`config.mk`:
```
export PLATFORM = sky130hd
export DESIGN_NAME = pipe_hazard_unit
export DESIGN_NICKNAME = d
export VERILOG_FILES = /design/src/rtl/pipe_hazard_unit.sv
export SDC_FILE = /design/constraint.sdc
export NUM_CORES = 1
export LEC_CHECK = 0
export ABC_AREA = 0
export BUFFER_PORTS_ARGS = -buffer_cell sky130_fd_sc_hd__buf_2
export CORE_ASPECT_RATIO = 0.9
export CORE_MARGIN = 1
export CORE_UTILIZATION = 30
export DETAILED_ROUTE_END_ITERATION = 10
export GPL_TIMING_DRIVEN = 0
export HOLD_SLACK_MARGIN = 0.03
export PLACE_DENSITY = 0.63
export SETUP_SLACK_MARGIN = 0.1
export SLEW_MARGIN = 20
export SYNTH_ARGS = -nofsm -noshare
export SYNTH_HDL_FRONTEND = slang
export SYNTH_SLANG_ARGS = --single-unit
```
`constraint.sdc`:
```
create_clock -name clk -period 1.9 [get_ports clk]
set_clock_uncertainty 0.1 [all_clocks]
set_input_delay 0.19 -clock clk [delete_from_list [all_inputs] [get_ports clk]]
set_output_delay 0.19 -clock clk [all_outputs]
set_load 0.05 [all_outputs]
```
`src/rtl/pipe_hazard_unit.sv`:
```
// pipe_hazard_unit: hazard/forwarding controller beside the ID stage.
// Tracks in-flight producers (EX..WB) in a shadow scoreboard and derives
// stall/bubble, IF/ID flush, freeze and per-source forward selects.
// Build option: define HAZARD_FWD_EN to enable forwarding; without it every
// producer is treated as ready only at WB and fwd_sel1/fwd_sel2 stay 0.
module pipe_hazard_unit #(
    parameter int unsigned REG_AW     = 4,
    parameter int unsigned STAGES     = 3,
    parameter int unsigned ALU_READY  = 1,
    parameter int unsigned LOAD_READY = 2,
    parameter int unsigned FLAG_READY = 2,
    localparam int unsigned FW_W      = $clog2(STAGES + 1)
) (
    input  logic              clk,
    input  logic              rst,
    input  logic              id_valid,
    input  logic [REG_AW-1:0] id_src1,
    input  logic              id_src1_use,
    input  logic [REG_AW-1:0] id_src2,
    input  logic              id_src2_use,
    input  logic [REG_AW-1:0] id_dst,
    input  logic              id_wr,
    input  logic              id_is_load,
    input  logic              id_sets_flg,
    input  logic              id_uses_flg,
    input  logic              br_taken,
    input  logic              ext_stall,
    output logic              stall_id,
    output logic              bubble_ex,
    output logic              flush_ifid,
    output logic              freeze,
    output logic [FW_W-1:0]   fwd_sel1,
    output logic [FW_W-1:0]   fwd_sel2
);

`ifdef HAZARD_FWD_EN
    localparam bit FWD_EN = 1'b1;
`else
    localparam bit FWD_EN = 1'b0;
`endif

    // Without forwarding a result is only usable once the regfile write in
    // the last stage has happened, so both producer kinds ready at STAGES.
    localparam int unsigned ALU_R = FWD_EN ? ALU_READY  : STAGES;
    localparam int unsigned LD_R  = FWD_EN ? LOAD_READY : STAGES;

    logic [STAGES:1]   vld_q, vld_d;
    logic [STAGES:1]   wr_q,  wr_d;
    logic [STAGES:1]   ld_q,  ld_d;
    logic [STAGES:1]   flg_q, flg_d;
    logic [REG_AW-1:0] dst_q [1:STAGES];
    logic [REG_AW-1:0] dst_d [1:STAGES];

    logic            hit1, hit2;
    logic            raw_haz1, raw_haz2, flag_haz;
    logic [FW_W-1:0] sel1, sel2;
    logic            stall;

    // Youngest-producer search per source, plus flag-visibility check
    always_comb begin
        hit1     = 1'b0;
        hit2     = 1'b0;
        sel1     = '0;
        sel2     = '0;
        raw_haz1 = 1'b0;
        raw_haz2 = 1'b0;
        flag_haz = 1'b0;
        for (int unsigned k = 1; k <= STAGES; k++) begin
            if (!hit1 && vld_q[k] && wr_q[k] && id_src1_use &&
                id_src1 != '0 && dst_q[k] == id_src1) begin
                hit1     = 1'b1;
                sel1     = FW_W'(k);
                raw_haz1 = k < (ld_q[k] ? LD_R : ALU_R);
            end
            if (!hit2 && vld_q[k] && wr_q[k] && id_src2_use &&
                id_src2 != '0 && dst_q[k] == id_src2) begin
                hit2     = 1'b1;
                sel2     = FW_W'(k);
                raw_haz2 = k < (ld_q[k] ? LD_R : ALU_R);
            end
            if (k < FLAG_READY && vld_q[k] && flg_q[k]) begin
                flag_haz = 1'b1;
            end
        end
    end

    // Pipeline control outputs; a stall suppresses the taken-branch flush
    always_comb begin
        stall      = id_valid & (raw_haz1 | raw_haz2 | (id_uses_flg & flag_haz)) & ~ext_stall;
        stall_id   = stall;
        bubble_ex  = stall;
        flush_ifid = id_valid & br_taken & ~stall & ~ext_stall;
        freeze     = ext_stall;
        fwd_sel1   = (FWD_EN && !raw_haz1) ? sel1 : '0;
        fwd_sel2   = (FWD_EN && !raw_haz2) ? sel2 : '0;
    end

    // Scoreboard advance: shift by one stage unless frozen; stage 1 takes ID or a bubble
    always_comb begin
        vld_d = vld_q;
        wr_d  = wr_q;
        ld_d  = ld_q;
        flg_d = flg_q;
        dst_d = dst_q;
        if (!ext_stall) begin
            for (int unsigned k = 2; k <= STAGES; k++) begin
                vld_d[k] = vld_q[k-1];
                wr_d[k]  = wr_q[k-1];
                ld_d[k]  = ld_q[k-1];
                flg_d[k] = flg_q[k-1];
                dst_d[k] = dst_q[k-1];
            end
            vld_d[1] = id_valid & ~stall;
            wr_d[1]  = id_valid & ~stall & id_wr;
            ld_d[1]  = id_valid & ~stall & id_is_load;
            flg_d[1] = id_valid & ~stall & id_sets_flg;
            dst_d[1] = (id_valid & ~stall) ? id_dst : '0;
        end
    end

    // Scoreboard registers with synchronous reset
    always_ff @(posedge clk) begin
        if (rst) begin
            vld_q <= '0;
            wr_q  <= '0;
            ld_q  <= '0;
            flg_q <= '0;
            for (int unsigned k = 1; k <= STAGES; k++) begin
                dst_q[k] <= '0;
            end
        end else begin
            vld_q <= vld_d;
            wr_q  <= wr_d;
            ld_q  <= ld_d;
            flg_q <= flg_d;
            dst_q <= dst_d;
        end
    end

endmodule
```
# Yosys cells after proc, flatten, opt, wreduce, memory -nomap -nowiden
# Cells that the tools add are included.
# totals
ff_bits	19
in_bits	23
out_inout_bits	8
elab_cells	67
# op_classes
n_eq_ne	6
muxes	8
bitwise_logic	13
reduce_logical	34
# ops
operator	count
1-bit logical AND	28
4-bit == test	6
1-bit bitwise AND	9
4-bit nonzero test	2
1-bit two-way mux	7
1-bit zero test	4
4-bit two-way mux	1
1-bit inverter	2
1-bit OR	2

# Longest topological paths before layout
# depth
depth_word	26
ltp_mapped	6
depth_no_buf	5

# Worst setup path before layout
# No wires, ideal clock.
# synth_timing
path_type	register to output
startpoint	register dst_q[9] in the netlist's numbering
endpoint	output port flush_ifid
arrival_ns	1.851
t_required_ns	1.610
slack_ns	-0.241
path_stages_with_launch	6
n_path_buf	0
path_cell_list	dfxtp_1 > xor2_1 > nor2_1 > a32oi_4 > nor2_2 > nor4_2
# synth_between
elab_chain_cells	24
word_cells_on_any_way	41
classes_between	eq/ne (2); mux (6); bitwise (7); reduce/logical (26)
# synth_rtl
element	line	rtl
start, declared	51	logic [REG_AW-1:0] dst_q [1:STAGES];
start signal, assigned	136	dst_q <= dst_d;
4-bit == test, on equally long branches	70, 76	
1-bit logical AND, on equally long branches	70, 76	
1-bit two-way mux, on equally long branches	69, 75	
1-bit zero test, on equally long branches	69, 75	
1-bit logical AND, on equally long branches (4 in series)	69, 75	
1-bit logical AND, on equally long branches	70, 76	
1-bit two-way mux, on equally long branches	69, 75	
1-bit zero test, on equally long branches	69, 75	
1-bit logical AND, on equally long branches (4 in series)	69, 75	
1-bit logical AND, on equally long branches	70, 76	
1-bit two-way mux, on equally long branches	69, 75	
1-bit OR (*) (2 in series)	89	stall = id_valid & (raw_haz1 | raw_haz2 | (id_uses_flg & flag_haz)) & ~ext_stall;
1-bit bitwise AND (*) (2 in series)	89	
1-bit inverter (*)	92	flush_ifid = id_valid & br_taken & ~stall & ~ext_stall;
1-bit bitwise AND (*) (2 in series)	92	
end, declared	30	output logic flush_ifid,
# Mark *: on every way between the ends. The rest lies on a longest branch, timed or not.

# Worst setup path in the final report
# layout_timing
startpoint	register dst_q[7] in the netlist's numbering
endpoint	output port stall_id
# layout_between
elab_chain_cells	14
word_cells_on_any_way	24
classes_between	eq/ne (2); mux (4); bitwise (4); reduce/logical (14)
# layout_rtl
element	line	rtl
4-bit == test, on equally long branches	70, 76	
1-bit logical AND, on equally long branches	70, 76	
1-bit two-way mux, on equally long branches	69, 75	
1-bit zero test, on equally long branches	69, 75	
1-bit logical AND, on equally long branches (4 in series)	69, 75	
1-bit logical AND, on equally long branches	70, 76	
1-bit two-way mux, on equally long branches	69, 75	
1-bit OR (*) (2 in series)	89	
1-bit bitwise AND (*) (2 in series)	89	
end, declared	28	output logic stall_id,
# Marked as above.

==> run metrics <==
status finished with violations; failing checks DRC, setup timing; Die Area 3110 µm²; Final Hold Fails 0; area occupied by multi-input gates 593 µm²; post-layout util 43.9%; io pins 31; Worst path slowest cell dfxtp_2; Initial Util 31.5%; CTS H-tree lvls 1; Layout area overhead 39.3%; Post-Syn Instances 99; Seq/Total Area, Yosys 30.1%; Crit Path Max Fanout 3; PnR Total Power 592 µW; critical path depth in cells 7; total iterations of the first detailed-routing run 7; count of flip-flops with a built-in enable after synthesis 0; r2r worst-path depth 6; CTS clk-pin slew, worst paths 70 ps; TNS Setup -348 ps; critical path data required time 1610 ps; RSZ-0062 raised after global routing true; CTS tree yes; grt ovf 0; Slew Limit Headroom 44.2%; crit path capture stall_id; max-cap violation count 0; register area 280 µm²; #FFs+latches synth 13; Iter 0 DRT Violations 38; fin nets 159; Setup crit end kind primary output; DP Wirelength 1640 µm; minimum clock period 2050 ps; power per cell area 491 nW/µm²; Die Wd 58.6 µm; crit start category flip-flop; Skew-Pair Late Insertion Delay 270 ps; ratio of cells with drive above 1 in the final layout 43.0%; Post-DRT Antenna Nets 0; worst hold path class input port to flip-flop; Vias/cell 4.59; commonest cells after routing, fill and taps aside buf_2, xor2_1, buf_4; Root Buffer clkbuf_4; crit-path cells xor2_1 > nor3_2 > a32oi_4 > nor2_4 > o21ba_4 > buf_8 > buf_8; Antenna Cells 0; Yosys warning total 0; IO buf count 24; placed instance count 166; gpl congestion 0.849; worst r2r dst wr_q[1]$_SDFFE_PP0N_; Synth cell types 30; vias in the first global route 784; cell area after layout 1210 µm²; top_reg_cell synth dfxtp_1; Syn Area/Cell 8.75 µm²; crit path kind flip-flop to primary output; largest net degree at the start of global routing 11; ys async rst share 0%; initial antenna violation count 0; DR WL/cell 12.1 µm; final WL 2110 µm; clk sink count 13; CORE AREA 2750 µm²; Peak VDD IR 0.162 mV; fmax 0.488 GHz; CP Launch Point dst_q[7]$_SDFFE_PP0N_; arrival time of the worst setup path 1760 ps; setup ws final -151 ps; row cnt 18; Post-Layout Cell Count 175; GRT Total Usage 14.6%; DRC errors left 1; Vias 803; Setup-failing EPs final 3; placed inst area 1070 µm²; Clock Tree Buf Depth 2; CP delay by family, top simple AND/OR/NAND/NOR gates; Final Max Slew Viols 0; commonest non-fill, non-tap cell in the layout buf_2; r2r setup slk 330 ps; post-synthesis instance area 866 µm²; first-pass GRT wire length 3320 µm; total CTS buffers 3; Bufs and invs on worst path 2; FF-to-FF Start dst_q[7]$_SDFFE_PP0N_; CP most frequent cell buf_8; Die Span Y 53.0 µm; CP max stage delay 340 ps; number of fill cells 283; fin crit share 108%; LEAKAGE 0.000530 µW; Least-Margin Pin Slew 828 ps
-- area by class of cell --
cell class	count	share of cell area [%]
inverter	1	0.311
buffer	11	6.02
clock buffer	4	2.18
sequential	13	23.2
multi-input combinational	77	49.2
tap	40	4.15
timing repair buffer	29	14.9
-- cells in the mapped netlist (2+ instances only) --
cell      count  area, µm²
xor2_1       14        123
dfxtp_1      13        260
nor2_1        8       30.0
nand2_1       7       26.3
buf_4         6       45.0
mux2i_1       6       60.1
nor3b_1       6       45.0
o21ai_0       6       30.0
o21ai_1       6       30.0
clkbuf_1      3       11.3
nor3_1        3       15.0
o41ai_2       2       32.5
xnor2_1       2       17.5
-- worst min-delay path, stage by stage --
cell and delay (ps):
buf_2 110, nor3b_1 50, o21ai_0 60, o21ai_1 60
-- power by group --
part           internal, µW  total (µW)  switching [µW]
Sequential              279         289            10.1
Combinational          58.0         141            82.9
Clock                  81.2         162            81.0
-- cell families (layout without fill, tap and decap cells) --
logic type | count (synthesis) | count (layout) | share of synthesized area, %
and+or+nand+nor | 32 | 32 | 20.4
AOI/OAI and AO/OA | 19 | 19 | 18.1
xor gates and xnor gates | 16 | 16 | 16.2
DFF | 13 | 13 | 30.1
buffers and inverters | 12 | 45 | 7.95
muxes | 6 | 6 | 6.94
other | 1 | 4 | 0.433
-- state kept, by name, indices dropped and copies added (netlist names) --
signal	count
vld_q	2
dst_q	8
flg_q	1
wr_q	2
-- timing repair --
action,CTS,global route
endpoints found under the hold margin,0,0
pin swaps,8,2
setup buffers,5,0
setup endpoints to repair,3,3
resized for setup,18,3
hold buffers,0,0
-- routing by layer --
layer  wire (µm)  global-route usage, %  vias to the layer above
li1            -                      -                      408
met1         937                   18.4                      356
met4          45                   8.73                        0
met3         133                   1.96                        6
met2         996                   23.8                       33
met5           0                      0                        -
-- per-stage QoR --
stage          setup WS, ps  hold slack [ps]
2_1_floorplan          8.83              274
3_3_place_gp           -186              344
3_5_place_dp           -219              352
4_1_cts                -198              136
5_1_grt                -213              168
6_report               -151              148
-- how the worst min path moves through the flow --
| stage | start | endpoint | slack (ps) | cells after the start |
|---|---|---|---|---|
| detailed placement | flg_q[1]$_SDFFE_PP0N_ | flg_q[1]$_SDFFE_PP0N_ | 350 | 2 |
| CTS | rst | dst_q[8]$_SDFFE_PP0N_ | 140 | 4 |
| floorplan | rst | dst_q[8]$_SDFFE_PP0N_ | 270 | 3 |
| global placement | flg_q[1]$_SDFFE_PP0N_ | flg_q[1]$_SDFFE_PP0N_ | 340 | 2 |
| finish | rst | dst_q[8]$_SDFFE_PP0N_ | 150 | 4 |
| global route | rst | dst_q[8]$_SDFFE_PP0N_ | 170 | 4 |
Power figures use the tool's default switching activity.
